[config.mk]
export PLATFORM = sky130hd
export DESIGN_NAME = dcache_read_arbiter_flat
export DESIGN_NICKNAME = d
export VERILOG_FILES = /design/src/rtl/dcache_read_arbiter_if.sv /design/src/rtl/dcache_read_arbiter.sv /design/src/flat_wrapper.sv
export SDC_FILE = /design/constraint.sdc
export NUM_CORES = 1
export LEC_CHECK = 0
export CAP_MARGIN = 20
export CORE_ASPECT_RATIO = 0.75
export CORE_MARGIN = 2
export CORE_UTILIZATION = 29
export DETAILED_ROUTE_END_ITERATION = 16
export HOLD_SLACK_MARGIN = 0.15
export PLACE_DENSITY = 0.87
export SLEW_MARGIN = 15
export SYNTH_ARGS = -nofsm -noshare
export SYNTH_HDL_FRONTEND = slang
export SYNTH_SLANG_ARGS = --single-unit
[constraint.sdc]
create_clock -name clk_core -period 2.5 [get_ports clk_core]
set_input_delay 0.5 -clock clk_core [delete_from_list [all_inputs] [get_ports clk_core]]
set_output_delay 0.5 -clock clk_core [all_outputs]
set_load 0.02 [all_outputs]
[src/rtl/dcache_read_arbiter_if.sv]
// Requester and dcache-side signals of the shared dcache read port.
// master = arbiter side, slave = requesters plus dcache.
interface dcache_read_arbiter_if;
    logic        mem1_req;
    logic [26:0] mem1_addr;
    logic        mem1_gnt;
    logic        mem1_rvalid;
    logic        fe1_req;
    logic [26:0] fe1_addr;
    logic        fe1_gnt;
    logic        fe1_rvalid;
    logic        mem0_req;
    logic        mem0_trans;
    logic [29:0] mem0_addr;
    logic        mem0_gnt;
    logic        mem0_rvalid;
    logic [8:0]  satp_asid;
    logic        dc_read;
    logic        dc_trans;
    logic [8:0]  dc_asid;
    logic [29:0] dc_addr;
    logic        dc_ready;
    logic        dc_rvalid;

    modport master (
        input  mem1_req, mem1_addr, fe1_req, fe1_addr,
        input  mem0_req, mem0_trans, mem0_addr, satp_asid,
        input  dc_ready, dc_rvalid,
        output mem1_gnt, mem1_rvalid, fe1_gnt, fe1_rvalid,
        output mem0_gnt, mem0_rvalid,
        output dc_read, dc_trans, dc_asid, dc_addr
    );

    modport slave (
        output mem1_req, mem1_addr, fe1_req, fe1_addr,
        output mem0_req, mem0_trans, mem0_addr, satp_asid,
        output dc_ready, dc_rvalid,
        input  mem1_gnt, mem1_rvalid, fe1_gnt, fe1_rvalid,
        input  mem0_gnt, mem0_rvalid,
        input  dc_read, dc_trans, dc_asid, dc_addr
    );
endinterface

[src/rtl/dcache_read_arbiter.sv]
// Shares the dcache read port between mem1/fe1 walks and mem0 accesses.
// Define DCARB_RR_EN to round-robin between the two walkers.
module dcache_read_arbiter #(
    parameter int STARVE_LIMIT = 8,
    parameter int CNT_W        = 4
) (
    input logic                  clk_core,
    input logic                  reset_n,
    dcache_read_arbiter_if.master bus
);
    typedef enum logic [1:0] {IDLE, ISSUE, WAIT} state_t;
    typedef enum logic [1:0] {
        OWN_NONE, OWN_MEM1, OWN_FE1, OWN_MEM0
    } owner_t;

    localparam logic [CNT_W-1:0] CNT_MAX = '1;
    localparam logic [CNT_W-1:0] LIMIT   = CNT_W'(STARVE_LIMIT);

    state_t           state;
    owner_t           owner;
    owner_t           winner;
    owner_t           cur;
    logic [CNT_W-1:0] starve_cnt;
    logic             aged;
    logic             issue;
    logic             accept;
    logic             resp;
    logic             own_req;
    logic             rr_ptr;

    assign aged = (STARVE_LIMIT != 0) && (starve_cnt >= LIMIT);

`ifdef DCARB_RR_EN
    always_ff @(posedge clk_core or negedge reset_n) begin
        if (!reset_n)
            rr_ptr <= 1'b0;
        else if (accept && (cur == OWN_MEM1 || cur == OWN_FE1))
            rr_ptr <= ~rr_ptr;
    end
`else
    assign rr_ptr = 1'b0;
`endif

    // rr_ptr=1 hands the shared walker slot to fe1 when both ask
    always_comb begin
        priority case (1'b1)
            aged && bus.mem0_req:                   winner = OWN_MEM0;
            bus.mem1_req && !(rr_ptr && bus.fe1_req): winner = OWN_MEM1;
            bus.fe1_req:                            winner = OWN_FE1;
            bus.mem0_req:                           winner = OWN_MEM0;
            default:                                winner = OWN_NONE;
        endcase
    end

    assign cur    = (state == IDLE) ? winner : owner;
    assign issue  = reset_n && (state != WAIT) && (cur != OWN_NONE);
    assign accept = issue && bus.dc_ready;
    assign resp   = reset_n && (state == WAIT) && bus.dc_rvalid;

    always_comb begin
        bus.dc_read  = issue;
        bus.dc_trans = 1'b0;
        bus.dc_addr  = '0;
        if (issue) begin
            unique case (cur)
                OWN_MEM1: bus.dc_addr = {3'b000, bus.mem1_addr};
                OWN_FE1:  bus.dc_addr = {3'b000, bus.fe1_addr};
                OWN_MEM0: begin
                    bus.dc_addr  = bus.mem0_addr;
                    bus.dc_trans = bus.mem0_trans;
                end
                default: ;
            endcase
        end
    end

    assign bus.dc_asid     = bus.satp_asid;
    assign bus.mem1_gnt    = accept && (cur == OWN_MEM1);
    assign bus.fe1_gnt     = accept && (cur == OWN_FE1);
    assign bus.mem0_gnt    = accept && (cur == OWN_MEM0);
    assign bus.mem1_rvalid = resp && (owner == OWN_MEM1);
    assign bus.fe1_rvalid  = resp && (owner == OWN_FE1);
    assign bus.mem0_rvalid = resp && (owner == OWN_MEM0);

    always_ff @(posedge clk_core or negedge reset_n) begin
        if (!reset_n) begin
            state      <= IDLE;
            owner      <= OWN_NONE;
            starve_cnt <= '0;
        end else begin
            unique case (state)
                IDLE: if (winner != OWN_NONE) begin
                    owner <= winner;
                    state <= bus.dc_ready ? WAIT : ISSUE;
                end
                ISSUE: if (bus.dc_ready) state <= WAIT;
                WAIT: if (bus.dc_rvalid) begin
                    state <= IDLE;
                    owner <= OWN_NONE;
                end
                default: state <= IDLE;
            endcase
            if (bus.mem0_gnt)
                starve_cnt <= '0;
            else if (state == IDLE && bus.mem0_req &&
                     winner != OWN_MEM0 && starve_cnt != CNT_MAX)
                starve_cnt <= starve_cnt + CNT_W'(1);
        end
    end

    assign own_req = (owner == OWN_MEM1 && bus.mem1_req) ||
                     (owner == OWN_FE1  && bus.fe1_req)  ||
                     (owner == OWN_MEM0 && bus.mem0_req);

    assert property (@(posedge clk_core) disable iff (!reset_n)
        $onehot0({bus.mem1_gnt, bus.fe1_gnt, bus.mem0_gnt}));
    assert property (@(posedge clk_core) disable iff (!reset_n)
        $onehot0({bus.mem1_rvalid, bus.fe1_rvalid, bus.mem0_rvalid}));
    assert property (@(posedge clk_core) disable iff (!reset_n)
        (state == ISSUE) |-> own_req);
    // a stray response is harmless to the FSM, so it is only reported
    assert property (@(posedge clk_core) disable iff (!reset_n)
        bus.dc_rvalid |-> (state == WAIT))
        else $warning("dc_rvalid dropped outside WAIT");
endmodule

[src/flat_wrapper.sv]
// flat-port wrapper written by rule: the top's interface ports become plain ports
module dcache_read_arbiter_flat 
#(
    parameter int STARVE_LIMIT = 8,
    parameter int CNT_W        = 4
)
  (clk_core, reset_n, bus_mem1_req, bus_mem1_addr, bus_fe1_req, bus_fe1_addr, bus_mem0_req, bus_mem0_trans, bus_mem0_addr, bus_satp_asid, bus_dc_ready, bus_dc_rvalid, bus_mem1_gnt, bus_mem1_rvalid, bus_fe1_gnt, bus_fe1_rvalid, bus_mem0_gnt, bus_mem0_rvalid, bus_dc_read, bus_dc_trans, bus_dc_asid, bus_dc_addr);
  dcache_read_arbiter_if bus_i ();
  input logic clk_core;
  input logic reset_n;
  input wire logic [$bits(bus_i.mem1_req)-1:0] bus_mem1_req;
  input wire logic [$bits(bus_i.mem1_addr)-1:0] bus_mem1_addr;
  input wire logic [$bits(bus_i.fe1_req)-1:0] bus_fe1_req;
  input wire logic [$bits(bus_i.fe1_addr)-1:0] bus_fe1_addr;
  input wire logic [$bits(bus_i.mem0_req)-1:0] bus_mem0_req;
  input wire logic [$bits(bus_i.mem0_trans)-1:0] bus_mem0_trans;
  input wire logic [$bits(bus_i.mem0_addr)-1:0] bus_mem0_addr;
  input wire logic [$bits(bus_i.satp_asid)-1:0] bus_satp_asid;
  input wire logic [$bits(bus_i.dc_ready)-1:0] bus_dc_ready;
  input wire logic [$bits(bus_i.dc_rvalid)-1:0] bus_dc_rvalid;
  output wire logic [$bits(bus_i.mem1_gnt)-1:0] bus_mem1_gnt;
  output wire logic [$bits(bus_i.mem1_rvalid)-1:0] bus_mem1_rvalid;
  output wire logic [$bits(bus_i.fe1_gnt)-1:0] bus_fe1_gnt;
  output wire logic [$bits(bus_i.fe1_rvalid)-1:0] bus_fe1_rvalid;
  output wire logic [$bits(bus_i.mem0_gnt)-1:0] bus_mem0_gnt;
  output wire logic [$bits(bus_i.mem0_rvalid)-1:0] bus_mem0_rvalid;
  output wire logic [$bits(bus_i.dc_read)-1:0] bus_dc_read;
  output wire logic [$bits(bus_i.dc_trans)-1:0] bus_dc_trans;
  output wire logic [$bits(bus_i.dc_asid)-1:0] bus_dc_asid;
  output wire logic [$bits(bus_i.dc_addr)-1:0] bus_dc_addr;
  assign bus_i.mem1_req = bus_mem1_req;
  assign bus_i.mem1_addr = bus_mem1_addr;
  assign bus_i.fe1_req = bus_fe1_req;
  assign bus_i.fe1_addr = bus_fe1_addr;
  assign bus_i.mem0_req = bus_mem0_req;
  assign bus_i.mem0_trans = bus_mem0_trans;
  assign bus_i.mem0_addr = bus_mem0_addr;
  assign bus_i.satp_asid = bus_satp_asid;
  assign bus_i.dc_ready = bus_dc_ready;
  assign bus_i.dc_rvalid = bus_dc_rvalid;
  assign bus_mem1_gnt = bus_i.mem1_gnt;
  assign bus_mem1_rvalid = bus_i.mem1_rvalid;
  assign bus_fe1_gnt = bus_i.fe1_gnt;
  assign bus_fe1_rvalid = bus_i.fe1_rvalid;
  assign bus_mem0_gnt = bus_i.mem0_gnt;
  assign bus_mem0_rvalid = bus_i.mem0_rvalid;
  assign bus_dc_read = bus_i.dc_read;
  assign bus_dc_trans = bus_i.dc_trans;
  assign bus_dc_asid = bus_i.dc_asid;
  assign bus_dc_addr = bus_i.dc_addr;
  dcache_read_arbiter #(.STARVE_LIMIT(STARVE_LIMIT), .CNT_W(CNT_W)) u_core (.clk_core(clk_core), .reset_n(reset_n), .bus(bus_i));
endmodule
==> results of run 1 <==
## logic make-up after synthesis
logic type / after synthesis / share of synthesized area [%]
buf+inv: 27 / 17.0
flops: 8 / 16.6
xor+xnor: 2 / 1.45
mux: 1 / 0.831
fa+ha+maj: 2 / 2.08
compound gates: 69 / 47.1
simple gates: 31 / 14.9
## cells in the final DEF (no fill, tap or decap), drive strengths merged, types with 3 or more instances in the layout
cell | Yosys | routed
buf | 19 | 48
dlygate4sd2 | 0 | 10
inv | 7 | 7
dfrtp | 8 | 8
nor3 | 6 | 6
and2 | 7 | 7
nor2 | 6 | 6
a41o | 3 | 3
clkbuf | 1 | 3
a22o | 27 | 27
clkdlybuf4s50 | 0 | 89
a21o | 27 | 27
## final cells by class
type                    count  area (µm²)  share of cell area (%)
flip-flops and latches      8         200                    8.01
well taps                  55        68.8                    2.75
inverters                   7        26.3                    1.05
multi-input cells         105         817                    32.7
repair buffers            150        1350                    53.8
clock buffers               3        41.3                    1.65
## timing repair
item	4_1_cts	5_1_grt
setup endpoints to repair	38	10
gates cloned	2	0
hold buffers	0	0
buffers inserted	0	0
resized for setup	123	8
## power by group through the flow
stage	combinational, mW	sequential [mW]	clock [mW]
after floorplan	0.435	0.214	0
after global placement	0.807	0.217	0
after detailed placement	0.827	0.218	0
after CTS	0.774	0.217	0.161
after global routing	0.826	0.223	0.167
final	0.772	0.219	0.157
## worst max-delay path: cells and delay by family
family	cells	cell delay [ps]
AOI/OAI and AO/OA	3	660
buffers and inverters	3	580
and+or+nand+nor	1	180
## metal layers
metal  up-vias  global-route usage, %  share of wire, %
met3         5                   6.04               8.4
met4         0                   4.76               1.0
met1       754                   29.6                44
met5         -                      0                 0
li1        793                      -                 -
met2        77                   36.6                47
## state kept, by name, indices dropped and copies added (netlist names)
register / count
u_core.starve_cnt: 4
u_core.state: 2
u_core.owner: 2
## metrics by stage
step | total power, mW | instances
after CTS | 1.15 | 328
after global placement | 1.02 | 323
after floorplan | 0.649 | 140
after detailed placement | 1.04 | 323
final | 1.15 | 328
after global routing | 1.22 | 328
## path summary, 6_finish.rpt
path	startpoint	to	cells past startpoint
max in group asynchronous	reset_n	u_core.starve_cnt[0]$_DFFE_PN0P_	2
max	reset_n	bus_dc_addr[4]	7
min in group clk_core	u_core.starve_cnt[2]$_DFFE_PN0P_	u_core.starve_cnt[2]$_DFFE_PN0P_	2
max reg2reg	u_core.state[0]$_DFFE_PN0P_	u_core.starve_cnt[2]$_DFFE_PN0P_	6
min reg2reg	u_core.starve_cnt[2]$_DFFE_PN0P_	u_core.starve_cnt[2]$_DFFE_PN0P_	2
min	reset_n	u_core.owner[0]$_DFFE_PN0P_	2
==> flow_summary.html, run 1 <==
<table>
<tr><th>Metric</th><th>Value</th></tr>
<tr><th colspan="2">Setup path</th></tr>
<tr><td>Standard cell with the maximum stage delay on the critical path</td><td>sky130_fd_sc_hd__dlygate4sd2_1</td></tr>
<tr><td>Worst-path maximum fanout</td><td>4</td></tr>
<tr><td>Kind of start point of the critical path</td><td>input port</td></tr>
<tr><td>Worst Path Class, Setup</td><td>in2out</td></tr>
<tr><td>Critical path required time</td><td>2000 ps</td></tr>
<tr><td>Setup slack on the worst flop-to-flop path</td><td>900 ps</td></tr>
<tr><td>Critical path capture point type</td><td>output port</td></tr>
<tr><td>Biggest cell delay along the critical path</td><td>270 ps</td></tr>
<tr><td>Cell Chain, Critical Path</td><td>dlygate4sd2_1, and4_4, a41o_4, buf_4, a22o_2, a21o_1, buf_2</td></tr>
<tr><td>CP arrival</td><td>1930 ps</td></tr>
<tr><th colspan="2">Route</th></tr>
<tr><td>Final wirelength</td><td>5650 µm</td></tr>
<tr><td>Via/cell ratio</td><td>4.97</td></tr>
<tr><td>1st-iter DRT viols</td><td>53</td></tr>
<tr><td>Count of TritonRoute iterations in the first routing pass</td><td>4</td></tr>
<tr><td>Count of antenna-violating nets left after detailed routing</td><td>0</td></tr>
<tr><td>DRC violations left</td><td>0</td></tr>
<tr><td>Total via count in the routed design</td><td>1629</td></tr>
<tr><td>Detailed-route wire length per cell</td><td>17.2 µm</td></tr>
<tr><th colspan="2">Clocking</th></tr>
<tr><td>Number of levels the H-tree was split into</td><td>1</td></tr>
<tr><td>Clock latency on the worst-skew pair</td><td>230 ps</td></tr>
<tr><td>Sinks on the clock net</td><td>8</td></tr>
<tr><td>Inserted Clock Buffers</td><td>3</td></tr>
<tr><td>CTS clock-pin slew for the worst setup and hold paths</td><td>40 ps</td></tr>
<tr><td>Clock tree from TritonCTS</td><td>built</td></tr>
<tr><td>CTS Root Cell</td><td>sky130_fd_sc_hd__clkbuf_8</td></tr>
<tr><td>Bufs on Longest Clock Path</td><td>2</td></tr>
<tr><th colspan="2">Floorplan</th></tr>
<tr><td>Boundary Pins</td><td>148</td></tr>
<tr><td>Die area</td><td>4690 µm²</td></tr>
<tr><td>Number of cell rows</td><td>20</td></tr>
<tr><td>X dimension of the die</td><td>78.4 µm</td></tr>
<tr><td>Die outline height</td><td>59.8 µm</td></tr>
<tr><td>Area of the core</td><td>4030 µm²</td></tr>
<tr><td>Initial cell density of the core</td><td>29.9%</td></tr>
<tr><th colspan="2">Finish</th></tr>
<tr><td>Share of post-route cells with drive strength above 1</td><td>23.1%</td></tr>
<tr><td>Net count reported at finish</td><td>378</td></tr>
<tr><td>Post-route cell area</td><td>2500 µm²</td></tr>
<tr><td>Number of inserted diodes</td><td>0</td></tr>
<tr><td>Area growth from synthesis to layout</td><td>107%</td></tr>
<tr><td>Final core occ</td><td>62.0%</td></tr>
<tr><td>Fill count</td><td>383</td></tr>
<tr><th colspan="2">Synthesis</th></tr>
<tr><td>Cell area after technology mapping</td><td>1200 µm²</td></tr>
<tr><td>Synth top area share</td><td>16.8%</td></tr>
<tr><td>Yosys warning count</td><td>0</td></tr>
<tr><td>Cell accounting for the most synthesized area</td><td>sky130_fd_sc_hd__a21o_1</td></tr>
<tr><td>Per-instance average area after synthesis</td><td>8.61 µm²</td></tr>
<tr><td>Net count after synthesis</td><td>243</td></tr>
<tr><td>Post-synthesis sequential area ratio</td><td>16.6%</td></tr>
<tr><td>Number of distinct library cells after synthesis</td><td>36</td></tr>
<tr><td>Syn Inst Count</td><td>140</td></tr>
<tr><td>Top cells by area in the synthesized netlist</td><td>sky130_fd_sc_hd__a21o_1 (17%), sky130_fd_sc_hd__dfrtp_1 (17%), sky130_fd_sc_hd__a22o_1 (14%)</td></tr>
<tr><td>Count of flip-flops with a built-in enable after synthesis</td><td>0</td></tr>
<tr><td>Synthesis-stage register bit count</td><td>8</td></tr>
<tr><td>Main synth FF type</td><td>sky130_fd_sc_hd__dfrtp_1</td></tr>
<tr><td>Share of synthesized flip-flops with an asynchronous set or reset</td><td>100%</td></tr>
<tr><td>Leading cell types by count after synthesis</td><td>sky130_fd_sc_hd__a21o_1 (27), sky130_fd_sc_hd__a22o_1 (19), sky130_fd_sc_hd__buf_4 (9)</td></tr>
<tr><td>Most frequent cell after synthesis</td><td>sky130_fd_sc_hd__a21o_1</td></tr>
<tr><th colspan="2">STA</th></tr>
<tr><td>Sum of negative setup slack</td><td>0 ps</td></tr>
<tr><td>Slack of the critical path</td><td>70.9 ps</td></tr>
<tr><td>Timing-limited maximum frequency</td><td>412 MHz</td></tr>
<tr><td>Fin. max-slew vios</td><td>0</td></tr>
<tr><td>Hold slack</td><td>367 ps</td></tr>
<tr><td>Share of the cycle needed by the critical path after routing</td><td>97.2%</td></tr>
<tr><td>Unrepaired setup endpoints after global routing</td><td>false</td></tr>
<tr><td>Headroom to the max-slew limit</td><td>61.2%</td></tr>
<tr><td>Setup Viol. Count Final</td><td>0</td></tr>
<tr><td>Final worst path period need</td><td>2430 ps</td></tr>
<tr><td>Slew at the pin closest to its max-slew limit</td><td>577 ps</td></tr>
<tr><td>Worst setup skew after layout</td><td>8.93 ps</td></tr>
<tr><td>Endpoints failing hold</td><td>0</td></tr>
<tr><th colspan="2">Power and ir drop</th></tr>
<tr><td>Clock share of power</td><td>13.7%</td></tr>
<tr><td>Power per unit of standard cell area</td><td>459 nW/µm²</td></tr>
<tr><td>Switching fraction of total power</td><td>40.3%</td></tr>
<tr><td>Share of total power in sequential cells</td><td>19.1%</td></tr>
<tr><td>Leakage power total</td><td>1.39 nW</td></tr>
<tr><td>Peak supply drop</td><td>555 µV</td></tr>
<tr><td>Gate power share</td><td>67.2%</td></tr>
<tr><td>Cell internal pwr</td><td>0.685 mW</td></tr>
<tr><td>Net switching component of the power</td><td>0.463 mW</td></tr>
<tr><th colspan="2">Place</th></tr>
<tr><td>Post-DP HPWL</td><td>4370 µm</td></tr>
<tr><td>Post-placement setup slack</td><td>-572 ps</td></tr>
<tr><td>Port Buf Inserts</td><td>129</td></tr>
<tr><td>GP Congestion</td><td>0.889</td></tr>
<tr><td>Post-DP Area</td><td>2550 µm²</td></tr>
<tr><th colspan="2">Status</th></tr>
<tr><td>Status</td><td>complete, no violations</td></tr>
<tr><th colspan="2">Global route</th></tr>
<tr><td>Global-route wire length before repair</td><td>8020 µm</td></tr>
<tr><td>Number of antenna violations at the first check in global routing</td><td>0</td></tr>
<tr><td>Via count of the first global-routing pass</td><td>1515</td></tr>
<tr><td>Remaining global-route overflow</td><td>0</td></tr>
<tr><td>Pin count of the biggest net entering global routing</td><td>29</td></tr>
<tr><td>Aggregate global-route resource usage</td><td>22.2%</td></tr>
<tr><th colspan="2">Run</th></tr>
<tr><td>Count of max-cap constraint violations</td><td>0</td></tr>
<tr><th colspan="2">Hold path</th></tr>
<tr><td>HP Class</td><td>in2async</td></tr>
</table>
(Power assumes the default switching activity.)
==> inputs of run 2 (changes only) <==
- CORE_UTILIZATION: 29 -> 27
- GPL_TIMING_DRIVEN: not set -> 0
- PLACE_DENSITY: 0.87 -> 0.82
- clock period: 2.5 -> 2.45 ns (I/O delays scaled with it)
==> run 2 against run 1 <==
  * Count of clock-buffer cells in the layout unchanged
  * Total power grew 3.3%
  * Sequential power is 4% higher
  * Non-clock buffer count is 13 higher
  * Largest cell class unchanged
  * Via count is 1.7% higher
  * Largest power group unchanged
  * Routed wire length fell by 14%
  * Die area increased by 7.0%
  * Final cell count grew 4.6%
  * Design area rose by 6.0%
  * Setup slack lost 6.1 ps
==> flow_summary.html, run 2 (same netlist as run 1, synthesis figures left out) <==
<table>
<tr><th>Metric</th><th>Value</th></tr>
<tr><th colspan="2">STA</th></tr>
<tr><td>Setup Viol. Count Final</td><td>0 (unchanged)</td></tr>
<tr><td>Slew at the pin closest to its max-slew limit</td><td>409 ps (-168 ps)</td></tr>
<tr><td>Endpoints failing hold</td><td>0 (unchanged)</td></tr>
<tr><td>Headroom to the max-slew limit</td><td>72.5% (+11 points)</td></tr>
<tr><td>Unrepaired setup endpoints after global routing</td><td>true</td></tr>
<tr><td>Share of the cycle needed by the critical path after routing</td><td>97.4%</td></tr>
<tr><td>Hold slack</td><td>563 ps (+196 ps)</td></tr>
<tr><td>Timing-limited maximum frequency</td><td>419 MHz</td></tr>
<tr><td>Slack of the critical path</td><td>64.8 ps (-6.09 ps)</td></tr>
<tr><td>Fin. max-slew vios</td><td>0 (unchanged)</td></tr>
<tr><td>Final worst path period need</td><td>2390 ps</td></tr>
<tr><td>Worst setup skew after layout</td><td>3.74 ps (-5.18 ps)</td></tr>
<tr><th colspan="2">Place</th></tr>
<tr><td>Number of placed instances, taps included</td><td>335 (+3.7%)</td></tr>
<tr><td>Post-DP Area</td><td>2660 µm² (+4.1%)</td></tr>
<tr><td>Post-placement setup slack</td><td>-1100 ps (-526 ps)</td></tr>
<tr><td>GP Congestion</td><td>0.770 (-13%)</td></tr>
<tr><td>Port Buf Inserts</td><td>138 (+7.0%)</td></tr>
<tr><td>Post-DP HPWL</td><td>3920 µm (-10%)</td></tr>
<tr><th colspan="2">Floorplan</th></tr>
<tr><td>X dimension of the die</td><td>81.1 µm (+3.4%)</td></tr>
<tr><td>Die outline height</td><td>61.9 µm (+3.4%)</td></tr>
<tr><td>Number of cell rows</td><td>21 (+5.0%)</td></tr>
<tr><td>Boundary Pins</td><td>148 (unchanged)</td></tr>
<tr><td>Die area</td><td>5020 µm² (+7.0%)</td></tr>
<tr><td>Area of the core</td><td>4390 µm² (+8.9%)</td></tr>
<tr><td>Initial cell density of the core</td><td>27.5% (-2.4 points)</td></tr>
<tr><th colspan="2">Finish</th></tr>
<tr><td>Number of inserted diodes</td><td>0 (unchanged)</td></tr>
<tr><td>Number of flip-flops in the largest register</td><td>4 (unchanged)</td></tr>
<tr><td>Count of non-filler cells in the finished layout</td><td>343 (+4.6%)</td></tr>
<tr><td>Net count reported at finish</td><td>391 (+3.4%)</td></tr>
<tr><td>Most frequent cells in the layout</td><td>sky130_fd_sc_hd__clkdlybuf4s50_1 (98), sky130_fd_sc_hd__a21o_1 (27), sky130_fd_sc_hd__buf_2 (25)</td></tr>
<tr><td>Fill count</td><td>393 (+2.6%)</td></tr>
<tr><td>Area growth from synthesis to layout</td><td>120%</td></tr>
<tr><td>Largest registers</td><td>u_core.starve_cnt: 4 flops, u_core.owner: 2 flops, u_core.state: 2 flops</td></tr>
<tr><td>Post-route cell area</td><td>2650 µm² (+6.0%)</td></tr>
<tr><td>Most common library cell in the layout ignoring fill and taps</td><td>sky130_fd_sc_hd__clkdlybuf4s50_1</td></tr>
<tr><td>Register ranked first by flip-flop count</td><td>u_core.starve_cnt</td></tr>
<tr><td>Share of post-route cells with drive strength above 1</td><td>24.8% (+1.7 points)</td></tr>
<tr><th colspan="2">Setup path</th></tr>
<tr><td>Biggest cell delay along the critical path</td><td>370 ps (+100 ps)</td></tr>
<tr><td>Kind of start point of the critical path</td><td>flip-flop</td></tr>
<tr><td>Startpoint of the most critical setup path</td><td>u_core.state[0]$_DFFE_PN0P_</td></tr>
<tr><td>R2r startpoint</td><td>u_core.state[1]$_DFFE_PN0P_</td></tr>
<tr><td>Standard cell with the maximum stage delay on the critical path</td><td>sky130_fd_sc_hd__dfrtp_1</td></tr>
<tr><td>Family of cells with the greatest summed delay on the critical path</td><td>compound AO/OA/AOI/OAI gates</td></tr>
<tr><td>Worst Path Class, Setup</td><td>reg2out</td></tr>
<tr><td>Critical path required time</td><td>1960 ps (-40 ps)</td></tr>
<tr><td>Worst-path maximum fanout</td><td>10 (+6)</td></tr>
<tr><td>Cell Chain, Critical Path</td><td>buf_6, and4_2, a41o_4, buf_4, a22o_1, a21o_1, buf_4</td></tr>
<tr><td>Worst Reg-to-Reg Cells</td><td>4 (-2)</td></tr>
<tr><td>Count of cell instances traversed by the critical path</td><td>7 (unchanged)</td></tr>
<tr><td>CP arrival</td><td>1900 ps (-30 ps)</td></tr>
<tr><td>Crit path buf inv count</td><td>3 (unchanged)</td></tr>
<tr><td>Critical path capture point type</td><td>output port</td></tr>
<tr><td>Most frequent CP cell</td><td>sky130_fd_sc_hd__buf_4</td></tr>
<tr><th colspan="2">Global route</th></tr>
<tr><td>Remaining global-route overflow</td><td>0 (unchanged)</td></tr>
<tr><td>Via count of the first global-routing pass</td><td>1424 (-6.0%)</td></tr>
<tr><td>Pin count of the biggest net entering global routing</td><td>11 (-62%)</td></tr>
<tr><td>Global-route wire length before repair</td><td>6710 µm (-16%)</td></tr>
<tr><td>Number of antenna violations at the first check in global routing</td><td>0 (unchanged)</td></tr>
<tr><td>Aggregate global-route resource usage</td><td>17.1% (-5.1 points)</td></tr>
<tr><th colspan="2">Clocking</th></tr>
<tr><td>Number of levels the H-tree was split into</td><td>1 (unchanged)</td></tr>
<tr><td>Sinks on the clock net</td><td>8 (unchanged)</td></tr>
<tr><td>Bufs on Longest Clock Path</td><td>2 (unchanged)</td></tr>
<tr><td>Inserted Clock Buffers</td><td>3 (unchanged)</td></tr>
<tr><td>Clock tree from TritonCTS</td><td>built</td></tr>
<tr><td>CTS clock-pin slew for the worst setup and hold paths</td><td>40 ps (about the same)</td></tr>
<tr><td>CTS Root Cell</td><td>sky130_fd_sc_hd__clkbuf_8</td></tr>
<tr><td>Clock latency on the worst-skew pair</td><td>230 ps (about the same)</td></tr>
<tr><th colspan="2">Hold path</th></tr>
<tr><td>HP Class</td><td>reg2reg</td></tr>
<tr><td>Hold path cells</td><td>2</td></tr>
<tr><td>Hold wc startpoint</td><td>u_core.starve_cnt[2]$_DFFE_PN0P_</td></tr>
<tr><th colspan="2">Power and ir drop</th></tr>
<tr><td>Peak supply drop</td><td>365 µV (-34%)</td></tr>
<tr><td>Leakage power total</td><td>1.46 nW (+5.2%)</td></tr>
<tr><td>Power per unit of standard cell area</td><td>448 nW/µm² (-2.6%)</td></tr>
<tr><th colspan="2">Route</th></tr>
<tr><td>Total via count in the routed design</td><td>1656 (+1.7%)</td></tr>
<tr><td>DRC violations left</td><td>0 (unchanged)</td></tr>
<tr><td>Count of TritonRoute iterations in the first routing pass</td><td>4 (unchanged)</td></tr>
<tr><td>Count of antenna-violating nets left after detailed routing</td><td>0 (unchanged)</td></tr>
<tr><td>Detailed-route wire length per cell</td><td>14.2 µm (-17%)</td></tr>
<tr><td>1st-iter DRT viols</td><td>39 (-26%)</td></tr>
<tr><td>Final wirelength</td><td>4880 µm (-14%)</td></tr>
<tr><td>Via/cell ratio</td><td>4.83 (-2.8%)</td></tr>
<tr><th colspan="2">Run</th></tr>
<tr><td>Count of max-cap constraint violations</td><td>0 (unchanged)</td></tr>
<tr><th colspan="2">Status</th></tr>
<tr><td>Status</td><td>complete, no violations</td></tr>
</table>
run 2: cell count changes in the layout (fill, tap and decap cells not counted), moves of 2 or more:
cell / delta
sky130_fd_sc_hd__clkdlybuf4s15_2: +3
sky130_fd_sc_hd__buf_8: +2
sky130_fd_sc_hd__dlygate4sd2_1: -4
sky130_fd_sc_hd__clkdlybuf4s50_1: +9
sky130_fd_sc_hd__dfrtp_2: +2
sky130_fd_sc_hd__dfrtp_1: -2
sky130_fd_sc_hd__buf_6: +4
run 2: stage by stage:
step | setup TNS, ps | power [mW] | util (%)
3_5_place_dp | -36120 | 1.06 | 60.6
4_1_cts | 0 | 1.19 | 59.6
2_1_floorplan | 0 | 0.662 | -
3_3_place_gp | -35640 | 1.05 | 60.6
5_1_grt | -10.5 | 1.27 | 60.4
6_report | 0 | 1.19 | 60.4
run 2: layer usage:
metal	vias to the layer above	track usage [%]	part of all wire (%)
li1	820	-	-
met1	759	22.0	42
met2	74	29.4	48
met3	3	4.62	9.4
met4	0	3.63	0.45
met5	-	0	0
run 2: cell type report:
cell class | count | area (µm²) | area share [%]
Buffer | 20 | 188 | 7.09
Clock buffer | 3 | 41.3 | 1.56
Inverter | 7 | 26.3 | 0.992
Multi-Input combinational cell | 105 | 815 | 30.8
Sequential cell | 8 | 203 | 7.65
Tap cell | 57 | 71.3 | 2.69
Timing Repair Buffer | 143 | 1310 | 49.3
run 2: timing repair:
action	CTS	global route
pin swaps	1	1
hold buffers	1	0
endpoints found under the setup margin	38	10
hold endpoints to repair	8	0
gates resized for setup	136	5
buffers inserted	3	1
run 2: path summary, 6_finish.rpt:
| path | to | slack, ps |
|---|---|---|
| min in group asynchronous | u_core.owner[0]$_DFFE_PN0P_ | 780 |
| min reg2reg | u_core.starve_cnt[2]$_DFFE_PN0P_ | 560 |
| min | u_core.starve_cnt[2]$_DFFE_PN0P_ | 560 |
| max in group asynchronous | u_core.owner[1]$_DFFE_PN0P_ | 1360 |
| max reg2reg | u_core.starve_cnt[1]$_DFFE_PN0P_ | 950 |
| max | bus_dc_addr[24] | 60 |
run 2: power by group:
group / switching, mW / internal (mW)
logic: 0.362 / 0.430
clock network: 0.0576 / 0.107
registers: 0.0491 / 0.179
total: 0.469 / 0.717
run 2: worst min-delay path, cell delays in order, from the launching register on:
cell and delay, ps:
sky130_fd_sc_hd__dfrtp_1 360, sky130_fd_sc_hd__xnor2_1 80, sky130_fd_sc_hd__nor2_1 80
